## src/rtl/mux16_scan_pkg.sv

```systemverilog
// Shared definitions for the 16:1 strobed-mux scan sequencer.
//   NCH     : number of mux channels
//   SELW    : width of the channel select code {D,C,B,A}
//   state_t : sequencer states
package mux16_scan_pkg;

    localparam int NCH  = 16;
    localparam int SELW = 4;

    typedef enum logic [1:0] {
        ST_IDLE,
        ST_SETTLE,
        ST_SAMPLE,
        ST_DONE
    } state_t;

endpackage

```

## src/rtl/mux16_next_ch.sv

```systemverilog
// Combinational find-first-set used to pick the next channel to scan.
// Ports:
//   mask  in  NCH   enabled channels
//   ch    in  SELW  current channel; only channels above it are candidates
//   first in  1     1 = ignore ch and search the whole mask (the "ch = -1" case)
//   found out 1     a candidate channel exists
//   idx   out SELW  lowest candidate channel (0 when found = 0)
module mux16_next_ch
    import mux16_scan_pkg::*;
(
    input  logic [NCH-1:0]  mask,
    input  logic [SELW-1:0] ch,
    input  logic            first,
    output logic            found,
    output logic [SELW-1:0] idx
);

    logic [NCH:0]   upto_ch;
    logic [NCH-1:0] cand;

    // NOTE: every variable written here gets a default before any branch,
    // so no path can leave one unassigned and infer a latch.
    always_comb begin
        found   = 1'b0;
        idx     = '0;
        // Bits 0..ch set; one bit wider so ch = 15 does not overflow.
        upto_ch = ((NCH+1)'(2) << ch) - (NCH+1)'(1);
        cand    = first ? mask : (mask & ~upto_ch[NCH-1:0]);
        // Walk downwards so the lowest set bit is the last one written.
        for (int i = NCH - 1; i >= 0; i--) begin
            if (cand[i]) begin
                found = 1'b1;
                idx   = i[SELW-1:0];
            end
        end
    end

endmodule

```

## src/rtl/mux16_scan_ctrl.sv

```systemverilog
// Scan sequencer for a 16:1 strobed mux with inverted output W.
// On start it visits every enabled channel in ascending order: drive sel,
// hold for SETTLE_CYC cycles with stb low, sample ~w for one cycle.
// The collected bits are published as a 16-bit snapshot with a done pulse.
// Parameters:
//   SETTLE_CYC : settle cycles per channel before sampling (1..15)
//   CONT       : 1 = start a fresh scan automatically after each done
// Ports:
//   clk     in   1   rising-edge clock
//   rst_n   in   1   synchronous active-low reset
//   start   in   1   scan request, honoured only in idle
//   mask    in   16  channel enable, latched at scan start
//   w       in   1   mux output, inverted data
//   sel     out  4   channel select {D,C,B,A}
//   stb     out  1   mux strobe, 1 = mux disabled
//   busy    out  1   scan in progress, including the done cycle
//   done    out  1   one-cycle pulse, data/changed refreshed this cycle
//   data    out  16  last completed snapshot, true polarity, masked bits 0
//   changed out  1   latest snapshot differs from the one before it
//   valid   out  1   at least one scan completed since reset
module mux16_scan_ctrl
    import mux16_scan_pkg::*;
#(
    parameter int SETTLE_CYC = 2,
    parameter bit CONT       = 1'b0
) (
    input  logic            clk,
    input  logic            rst_n,
    input  logic            start,
    input  logic [NCH-1:0]  mask,
    input  logic            w,
    output logic [SELW-1:0] sel,
    output logic            stb,
    output logic            busy,
    output logic            done,
    output logic [NCH-1:0]  data,
    output logic            changed,
    output logic            valid
);

    state_t          state_q, state_d;
    logic [SELW-1:0] ch_q, ch_d;
    logic [3:0]      cnt_q, cnt_d;
    logic [NCH-1:0]  mask_q;
    logic [NCH-1:0]  shadow_q, shadow_d;
    logic            rescan_q;

    logic            go;
    logic            mask_load;
    logic            snap_load;

    logic            nc_first;
    logic [NCH-1:0]  nc_mask;
    logic            nc_found;
    logic [SELW-1:0] nc_idx;

    // In idle the search runs over the live mask (it is latched on the same
    // edge); during a scan it runs over the latched copy above the current ch.
    assign nc_first = (state_q == ST_IDLE);
    assign nc_mask  = nc_first ? mask : mask_q;

    mux16_next_ch u_next_ch (
        .mask  (nc_mask),
        .ch    (ch_q),
        .first (nc_first),
        .found (nc_found),
        .idx   (nc_idx)
    );

    // rescan_q is high only in the idle cycle that follows a done in
    // continuous mode, acting as an internal start request.
    assign go = start | rescan_q;

    always_comb begin
        state_d   = state_q;
        ch_d      = ch_q;
        cnt_d     = cnt_q;
        shadow_d  = shadow_q;
        mask_load = 1'b0;
        snap_load = 1'b0;

        case (state_q)
            ST_IDLE: begin
                if (go) begin
                    mask_load = 1'b1;
                    shadow_d  = '0;
                    cnt_d     = '0;
                    if (nc_found) begin
                        state_d = ST_SETTLE;
                        ch_d    = nc_idx;
                    end else begin
                        // Empty mask: publish an all-zero snapshot at once.
                        state_d   = ST_DONE;
                        snap_load = 1'b1;
                    end
                end
            end
            ST_SETTLE: begin
                if (cnt_q == 4'(SETTLE_CYC - 1)) begin
                    state_d = ST_SAMPLE;
                end else begin
                    cnt_d = cnt_q + 4'd1;
                end
            end
            ST_SAMPLE: begin
                shadow_d[ch_q] = ~w;
                cnt_d          = '0;
                if (nc_found) begin
                    state_d = ST_SETTLE;
                    ch_d    = nc_idx;
                end else begin
                    // Publish on entry to done so data is already current
                    // while the done pulse is high.
                    state_d   = ST_DONE;
                    snap_load = 1'b1;
                end
            end
            ST_DONE: begin
                state_d = ST_IDLE;
            end
            default: begin
                state_d = ST_IDLE;
            end
        endcase
    end

    assign sel  = ch_q;
    assign stb  = (state_q == ST_IDLE) || (state_q == ST_DONE);
    assign busy = (state_q != ST_IDLE);
    assign done = (state_q == ST_DONE);

    // NOTE: sequential state uses non-blocking assignments only, so every
    // register samples the pre-edge value of the others.
    always_ff @(posedge clk) begin
        if (!rst_n) begin
            state_q  <= ST_IDLE;
            ch_q     <= '0;
            cnt_q    <= '0;
            mask_q   <= '0;
            rescan_q <= 1'b0;
            data     <= '0;
            changed  <= 1'b0;
            valid    <= 1'b0;
        end else begin
            state_q  <= state_d;
            ch_q     <= ch_d;
            cnt_q    <= cnt_d;
            rescan_q <= CONT && (state_q == ST_DONE);
            if (mask_load) begin
                mask_q <= mask;
            end
            if (snap_load) begin
                data    <= shadow_d;
                changed <= (shadow_d != data);
                valid   <= 1'b1;
            end
        end
    end

    // NOTE: the shadow image is cleared at every scan start before any bit is
    // read, so it carries no reset; a reset mid-scan simply abandons it.
    always_ff @(posedge clk) begin
        shadow_q <= shadow_d;
    end

endmodule

```

## config.mk

```make
export PLATFORM = sky130hd
export DESIGN_NAME = mux16_scan_ctrl
export DESIGN_NICKNAME = d
export VERILOG_FILES = /design/src/rtl/mux16_scan_pkg.sv /design/src/rtl/mux16_next_ch.sv /design/src/rtl/mux16_scan_ctrl.sv
export SDC_FILE = /design/constraint.sdc
export NUM_CORES = 1
export LEC_CHECK = 0
export ABC_AREA = 1
export CAP_MARGIN = 40
export CORE_ASPECT_RATIO = 1.25
export CORE_MARGIN = 2
export CORE_UTILIZATION = 60
export CTS_BUF_LIST = sky130_fd_sc_hd__clkbuf_2
export DETAILED_ROUTE_END_ITERATION = 10
export PLACE_DENSITY = 0.92
export SLEW_MARGIN = 10
export SYNTH_ARGS = -nofsm -noshare
export SYNTH_HDL_FRONTEND = slang
export SYNTH_SLANG_ARGS = --single-unit
export TNS_END_PERCENT = 10
```

## constraint.sdc

```tcl
create_clock -name clk -period 5.1 [get_ports clk]
set_clock_uncertainty 0.1 [all_clocks]
set_input_delay 0.765 -clock clk [delete_from_list [all_inputs] [get_ports clk]]
set_output_delay 0.765 -clock clk [all_outputs]
set_load 0.01 [all_outputs]
```

* After elaboration in Yosys (flattened, before gate mapping)
Cells that the tools add are included.
Widths: inputs -> output; s select.
** Storage, ports and cells
- Flip-flop bits (word level) :: 60
- Latch bits :: 0
- Bits in writable memories :: 0
- Bits in read-only memories :: 0
- Bits of input ports :: 20
- Output and inout port bits :: 25
- Memories kept :: 0
** Operators by class
- Add/sub/neg operators :: 2
- Multiply operators :: 0
- Divide/modulo/power cells :: 0
- Magnitude comparators :: 2
- Equal/unequal tests :: 8
- Shift operators :: 1
- Mux-type cells :: 54
- Bitwise gates (word level) :: 3
- Reductions and logical operators :: 9
** Operator list (count)
- $mux 4 :: 20
- $mux 16 :: 3
- $pmux 16 s2 :: 1
- $mux 1 :: 21
- $and 16x16->16 :: 1
- $bwmux 16 :: 1
- $ne 16x16->1 :: 1
- $not 16->16 :: 1
- $shl 2x4->16 const A :: 1
- $sub 16x2->16 const B :: 1
- $pmux 4 s3 :: 1
- $pmux 2 s4 :: 1
- $pmux 4 s2 :: 1
- $mux 2 :: 3
- $ne 2x2->1 const B :: 3
- $lt 4x5->1 const B :: 1
- $add 4x1->4 const B :: 1
- $demux 1 s4 :: 1
- $eq 2x2->1 const B :: 2
- $eq 4x1->1 const B :: 1
- $ge 4x1->1 const B :: 1
- $reduce_and 2->1 :: 2
- $reduce_bool 2->1 :: 2
- $reduce_and 3->1 :: 1
- 7 further kinds :: 7

* Depth between registers and ports, before layout
Gate-level depths: netlist of run 1.
- Word-level depth :: 24
- Gate-level depth with buffers :: 28
- Mapped depth without buffers :: 28

* Modules after synthesis
Synthesis of run 1 repeated with hierarchy kept, for this count alone.
** Second synthesis, totals
- Cell total of the unflattened synthesis :: 582
- Area, all modules :: 3657.3 µm²
** By module, submodules not included
- mux16_scan_ctrl :: instances 1, cells each 472, area an instance 3114.2 µm², sequential area each 1201.2 µm²
- mux16_next_ch :: instances 1, cells each 110, area an instance 543.0 µm², sequential area each 0.0 µm²

* Least setup slack after synthesis of run 1
OpenSTA, ideal clock, no wires.
- Path kind :: flip-flop to flip-flop
- Start :: register ch_q[0], in the netlist sel[0]
- End :: register data[6]
- Setup time :: 0.117 ns
- Arrival :: 2.552 ns
- Data required time :: 4.883 ns
- Setup slack :: 2.330 ns
- Stages on the path, launching flop included :: 22
- Period minus slack after synthesis :: 2.770 ns
- Cell sequence :: dfxtp_1 inv_1 nor2_1 inv_1 nor2_1 inv_1 ha_1 inv_1 a21oi_2 nand2_1 nand2_1 nand4_1 o21ai_1 inv_1 nand2_1 nor2_1 nand2_1 nor2_4 o21ai_4 buf_6 o21ai_1 a21oi_1
** On the way
- Word-level cells in the longest chain between the ends :: 24
- Elaborated cells on any way between the ends :: 31
- Those cells by class :: 1 x add/sub; 2 x order compare; 1 x shift; 24 x mux; 2 x bitwise; 1 x reduce/logical
** Ends and longest elaborated chain
- start: declaration :: RTL line mux16_scan_ctrl.sv:42 : logic [SELW-1:0] ch_q, ch_d;
- start signal: assignment :: RTL line mux16_scan_ctrl.sv:146 : ch_q <= ch_d;
- $shl 2x4->16 :: RTL line mux16_next_ch.sv:27 : upto_ch = ((NCH+1)'(2) << ch) - (NCH+1)'(1);
- $sub 16x2->16 :: RTL line mux16_next_ch.sv:27
- $not 16->16 :: RTL line mux16_next_ch.sv:28 : cand = first ? mask : (mask & ~upto_ch[NCH-1:0]);
- $and 16x16->16 :: RTL line mux16_next_ch.sv:28
- $mux 16 :: RTL line mux16_next_ch.sv:28
- $mux 1 (16 in series) :: RTL line mux16_next_ch.sv:31 : if (cand[i]) begin
- $mux 1 :: RTL line mux16_scan_ctrl.sv:88, mux16_scan_ctrl.sv:108
- $mux 1 :: RTL line mux16_scan_ctrl.sv:84 : if (go) begin
- $pmux 1 s2 :: RTL line mux16_scan_ctrl.sv:82 : case (state_q)
- end signal: assignment :: RTL line mux16_scan_ctrl.sv:153 : data <= shadow_d;
- end: declaration :: RTL line mux16_scan_ctrl.sv:36 : output logic [NCH-1:0] data,
Several ways; a longest one is shown, not always the timed one.
A chain may end at the register's enable or synchronous reset.

* Worst setup path in the final report of run 1
- Start :: register state_q[0]
- End :: register changed
** On the way
- Elaborated cells on any way between the ends :: 26
- Those cells by class :: 2 x eq/ne; 22 x mux; 1 x bitwise; 1 x reduce/logical
** RTL lines
- start: declaration :: RTL line mux16_scan_ctrl.sv:41 : state_t state_q, state_d;
- start signal: assignment :: RTL line mux16_scan_ctrl.sv:145 : state_q <= state_d;
- $eq 2x2->1 / $logic_not 2->1 (equally long branches) :: RTL line mux16_scan_ctrl.sv:82
- $pmux 16 s2 (*) :: RTL line mux16_scan_ctrl.sv:82
- via shadow_d[0] :: RTL line mux16_scan_ctrl.sv:45 : logic [NCH-1:0] shadow_q, shadow_d;
- $ne 16x16->1 (*) :: RTL line mux16_scan_ctrl.sv:154 : changed <= (shadow_d != data);
- end signal: assignment :: RTL line mux16_scan_ctrl.sv:154
- end: declaration :: RTL line mux16_scan_ctrl.sv:37 : output logic changed,
Mark *: on every way through the listed nets, which the timed path passes. The rest lies on a longest branch.

==> results of run 1 <==
-- worst paths after layout --
check | from | endpoint | slack, ps | cells past startpoint
setup / recovery | state_q[0]$_SDFFE_PN0P_ | changed$_SDFFE_PN0P_ | 1440 | 15
setup reg to reg | state_q[0]$_SDFFE_PN0P_ | changed$_SDFFE_PN0P_ | 1440 | 15
hold reg to reg | changed$_SDFFE_PN0P_ | changed$_SDFFE_PN0P_ | 370 | 2
hold / removal | changed$_SDFFE_PN0P_ | changed$_SDFFE_PN0P_ | 370 | 2
-- flip-flops by register name, indices dropped and copies added (netlist names) --
name	count
changed	1
valid	1
state_q	2
mask_q	15
sel	4
shadow_q	16
data	16
cnt_q	4
-- kinds of logic after synthesis --
family / after synthesis
flops: 59
simple gates: 166
fa+ha+maj: 7
buf+inv: 84
compound gates: 125
xor+xnor: 16
-- placed cells by master (no fill, tap or decap), types with 2 or more instances in the layout --
master,count
clkdlybuf4s50_1,44
o21ai_1,15
a211oi_1,6
nor4_1,2
o21ai_0,35
ha_1,7
o31ai_1,4
a31oi_1,3
nand2_2,6
nor2_2,4
inv_2,5
clkbuf_2,10
nor2_1,44
a21boi_0,4
clkinv_2,2
dfxtp_1,59
a21oi_1,42
nand4_1,6
xor2_1,16
nand3_1,20
o32ai_1,4
inv_1,61
nor2_4,4
clkinv_1,2
nor3_1,5
nand2_1,73
-- power groups by stage --
stage,combinational [mW],clock [mW],sequential [mW]
after detailed placement,0.664,0,0.560
after global routing,0.751,0.311,0.557
after global placement,0.649,0,0.558
final,0.682,0.287,0.551
after floorplan,0.494,0,0.554
after CTS,0.669,0.292,0.550
-- worst max-delay path, stage by stage (launching register included) --
cell     delay (ps)
dfxtp_1         430
inv_1            80
ha_1            420
inv_2           400
nor2_1          150
a21oi_1         540
inv_2           260
a21oi_1         170
o32ai_1         140
xor2_1          180
nor2_1          110
nand3_1          90
nor2_1          110
nand3_1          80
o21ai_0         180
a21oi_1          60
-- per-layer routing --
layer	global-route usage (%)	up-vias	wire, um
met5	0	-	0
met4	12.94	0	205
met3	4.070	17	389
met2	49.52	105	4112
met1	31.89	1485	3466
li1	-	1575	-
-- metrics by stage --
| step | util (%) | setup WS [ps] | hold slack [ps] | total power [mW] | cells |
|---|---|---|---|---|---|
| 2_1_floorplan | - | 2330 | 330.3 | 1.048 | 457 |
| 3_3_place_gp | 71.15 | 1586 | 337.5 | 1.207 | 545 |
| 3_5_place_dp | 71.44 | 1568 | 345.2 | 1.224 | 546 |
| 4_1_cts | 73.51 | 1482 | 370.1 | 1.511 | 562 |
| 5_1_grt | 73.51 | 1118 | 389.0 | 1.619 | 562 |
| 6_report | 73.51 | 1443 | 365.2 | 1.520 | 562 |
-- final cells by class --
cell class | instances | area, um2
clock buffers | 10 | 50.05
clock inverters | 6 | 56.30
fillers | 432 | 1365
inverters | 66 | 247.7
multi-input cells | 314 | 1719
flip-flops and latches | 59 | 1181
well taps | 62 | 77.57
repair buffers | 45 | 455.4
==> results.cfg, run 1 <==
[route]
drcViolationCount = 0
firstDrtPassIters = 5
viasPerCell = 5.662
wl_per_cell_um = 14.54
via_count = 3182
drtIter0Drc = 242
wl_um = 8174
postRouteAntennaNets = 0

[critical_path]
critPathArrivalTime_ps = 3900
worstSetupEndpointType = register
cp_max_fo = 22
start_kind = register
crit_required_ps = 5350
worstSetupPathType = reg -> reg

[sta]
period_share_pct = 71.71
finalSetupViolCount = 0
drv_slew = 0
slew_headroom_pct = 44.94
min_period_ps = 3657
final.setup.tns_ps = 0
finalHoldViolCount = 0
worst_pin_slew_ps = 822.7
grt_setup_unrepaired = no
fmax_ghz = 0.2734

[finish]
syn2layout_area_growth_pct = 16.78
final_area_um2 = 3787
diodes = 0
nNetsFinal = 522
layout-drive-gt1-share_pct = 8.200

[placement]
io_buffers = 44
gp_routability_congestion = 0.9522
post-dp-hpwl_um = 6142
dpl_cell_area_um2 = 3681

[synth]
synthXorXnorAreaFrac_pct = 4.321
ys_top_cells_by_count = nand2_1 (73), inv_1 (61), dfxtp_1 (59), nor2_1 (44), a21oi_1 (42)
ys.flop_type = dfxtp_1
syn_inst = 457
synth_top_area_share_pct = 36.42
avgSynthCellArea_um2 = 7.097
ys_ff_latch = 59
yosys.area.top_type = dfxtp_1
synthSimpleGateAreaFrac_pct = 22.84
seq_area_frac_synth_pct = 36.42
yosysWarnings = 0
yosysMostFrequentCell = nand2_1
synth_enable_flop_cells = 0
synthDistinctLibCells = 39
synth_compound_area_share_pct = 23.15
synth_area_leaders = dfxtp_1 (36%), nand2_1 (8.4%), inv_1 (7.1%), a21oi_1 (6.5%), o21ai_0 (5.4%)
synth_top_family_by_area = compound AO/OA/AOI/OAI gates
yosys.area_share.adder_pct = 2.701
syn_area_um2 = 3243
async_reset_ff_share_pct = 0
syn_nets = 484
synth.area.mux_share_pct = 0

[floorplanning]
rows = 29
io-pin-count = 45
die_h_um = 86.20
die-width_um = 69.76
start_util_pct = 62.94
die-area_um2 = 6013
design.core.area_um2 = 5152

[clocking]
cts.clk_slew.worst_paths_ps = 190
htreeDepth = 3
cts_max_path_buffers = 2
cts_tree = built
cts_num_sinks = 59
post_cts_buffers = 0
cts_repair_resize_count = 0
cts_hold_buf = 0
insertion_delay_ps = 490
root_buffer = clkbuf_2
cts_buffers = 9

[power_and_ir_drop]
p_leak_nw = 1.546
comb_power_share_pct = 44.8
vdd_ir_drop_max_mv = 0.2062
power_switching_mw = 0.6724
p_sw_share_pct = 44.23
p_int_mw = 0.8478
seq_power_share_pct = 36.3
power_frac_clock_pct = 18.9
power_density_nw_per_um2 = 401.4

[global_route]
grt_pass1_wl_um = 13150
antenna_found_initial = 0
grt_max_degree = 36
grt_remaining_overflow = 0
first_global_vias = 2952
grtUsageTotal_pct = 27.43

[run]
maxCapViolations = 0

[worst_hold_path]
hold_class = reg -> reg

[run_status]
run_status = finished clean
No activity file was read; power rests on OpenSTA's default activity.
==> run 2: changes to the inputs <==
- CORE_UTILIZATION: 60 -> 57
- PLACE_DENSITY: 0.92 -> 0.89
- clock period: 5.1 -> 3.8 ns (I/O delays scaled with it)
==> results.cfg, run 2 (synthesized netlist as in run 1, its figures left out) <==
[run_status]
run_status = finished clean

[critical_path]
crit_required_ps = 4060
worstSetupPathType = reg -> reg
start_kind = register
r2r_cells = 14
r2r-start = state_q[1]$_SDFFE_PN0P_
crit_top_cell = a21oi_1
r2r-end = changed$_SDFFE_PN0P_
path_buf_inv = 3
path_cells = inv_1, ha_1, inv_2, a21oi_1, inv_2, a21oi_1, o32ai_1, xor2_1, nor2_1, nand3_1, nor2_1, nand3_1, o21ai_0, a21oi_1
critPathMaxStageDelay_ps = 590
r2r_slack_ps = 390
critPathArrivalTime_ps = 3670
path_delay_family = compound AO/OA/AOI/OAI gates
crit_cells = 14
worstSetupEndpointType = register
cpMaxStageDelayCell = ha_1
cp_max_fo = 16
endpoint = changed$_SDFFE_PN0P_
crit_start = state_q[1]$_SDFFE_PN0P_

[clocking]
cts_tree = built
cts.clk_slew.worst_paths_ps = 170
cts_num_sinks = 59
post_cts_buffers = 0
root_buffer = clkbuf_2
htreeDepth = 3
cts_buffers = 9
insertion_delay_ps = 500
cts_max_path_buffers = 2
cts_repair_resize_count = 0
cts_hold_buf = 0

[finish]
reg_top3 = data: 16 flops, shadow_q: 16 flops, mask_q: 15 flops
diodes = 0
final_area_um2 = 3827
layout-drive-gt1-share_pct = 9.289
nNetsFinal = 528
final_common_cell = nand2_1
final_cell_mix = nand2_1 (73), inv_1 (61), dfxtp_1 (59)
syn2layout_area_growth_pct = 18.02
final_util_pct = 69.84

[power_and_ir_drop]
power_density_nw_per_um2 = 540.4
vdd_ir_drop_max_mv = 0.2518
p_leak_nw = 1.573

[route]
drtIter0Drc = 290
wl_per_cell_um = 14.44
via_count = 3186
postRouteAntennaNets = 0
drcViolationCount = 0
viasPerCell = 5.589
wl_um = 8231
firstDrtPassIters = 5

[floorplanning]
die-width_um = 71.47
io-pin-count = 45
die_h_um = 88.34
design.core.area_um2 = 5480
die-area_um2 = 6313
start_util_pct = 59.18
rows = 30

[global_route]
grtUsageTotal_pct = 27.76
first_global_vias = 3103
grt_pass1_wl_um = 13740
antenna_found_initial = 0
grt_remaining_overflow = 0
grt_max_degree = 36

[placement]
io_buffers = 44
post-dp-hpwl_um = 6166
pre_cts_ws_ps = 428.6
gp_routability_congestion = 0.9360
dpl_cell_area_um2 = 3721

[sta]
setup_slack_ps = 389.9
timing.hold.ws_ps = 361.3
fmax_ghz = 0.2932
drv_slew = 0
slew_headroom_pct = 45.82
final.setup.tns_ps = 0
min_period_ps = 3410
grt_setup_unrepaired = no
period_share_pct = 89.74
worst_pin_slew_ps = 809.6
finalHoldViolCount = 0
finalSetupViolCount = 0

[run]
maxCapViolations = 0

[worst_hold_path]
hold_class = reg -> reg
[run 2: changes by cell type in the layout (fill, tap and decap cells not counted), sizes merged]
| cell | previous run | this run |
|---|---|---|
| buf | 1 | 7 |
[run 2: worst min-delay path by stage]
stage	to	start	slack, ps	cells past startpoint
floorplan	mask_q[6]$_SDFFE_PN0P_	mask_q[6]$_SDFFE_PN0P_	330	2
global placement	changed$_SDFFE_PN0P_	changed$_SDFFE_PN0P_	330	2
detailed placement	changed$_SDFFE_PN0P_	changed$_SDFFE_PN0P_	340	2
CTS	changed$_SDFFE_PN0P_	changed$_SDFFE_PN0P_	370	2
global route	changed$_SDFFE_PN0P_	changed$_SDFFE_PN0P_	400	2
finish	changed$_SDFFE_PN0P_	changed$_SDFFE_PN0P_	360	2
[run 2: metrics by stage]
step	instances	total power, mW
global placement	554	1.666
finish	570	2.068
detailed placement	554	1.682
floorplan	457	1.406
global route	570	2.225
CTS	570	2.061
[run 2: where the power goes]
part,switching (mW),internal [mW],total [mW]
clock network,0.235,0.150,0.384
registers,0.0423,0.680,0.723
logic,0.632,0.329,0.961
total,0.909,1.16,2.07
[run 2: layout make-up]
type	instances	area, um2
Multi-Input combinational cell	314	1719
Fill cell	463	1653
Sequential cell	59	1181
Timing Repair Buffer	51	493.0
Inverter	66	247.7
Tap cell	64	80.08
Clock inverter	6	56.30
Clock buffer	10	50.05
[run 2: tightest hold or removal path, delay by kind of cell, from the launching register on]
kind | cells | cell delay, ps
flip-flops | 1 | 340
AO/OA/AOI/OAI | 1 | 50
buffers and inverters | 1 | 50
[run 2: routing by layer]
layer / track usage (%) / share of wire [%] / up-vias / wire (um)
met2: 47.05 / 49 / 105 / 4018
met1: 32.37 / 41 / 1460 / 3352
met5: 0 / 0 / - / 0
li1: - / - / 1588 / -
met3: 6.264 / 5.6 / 33 / 464
met4: 15.61 / 4.8 / 0 / 395
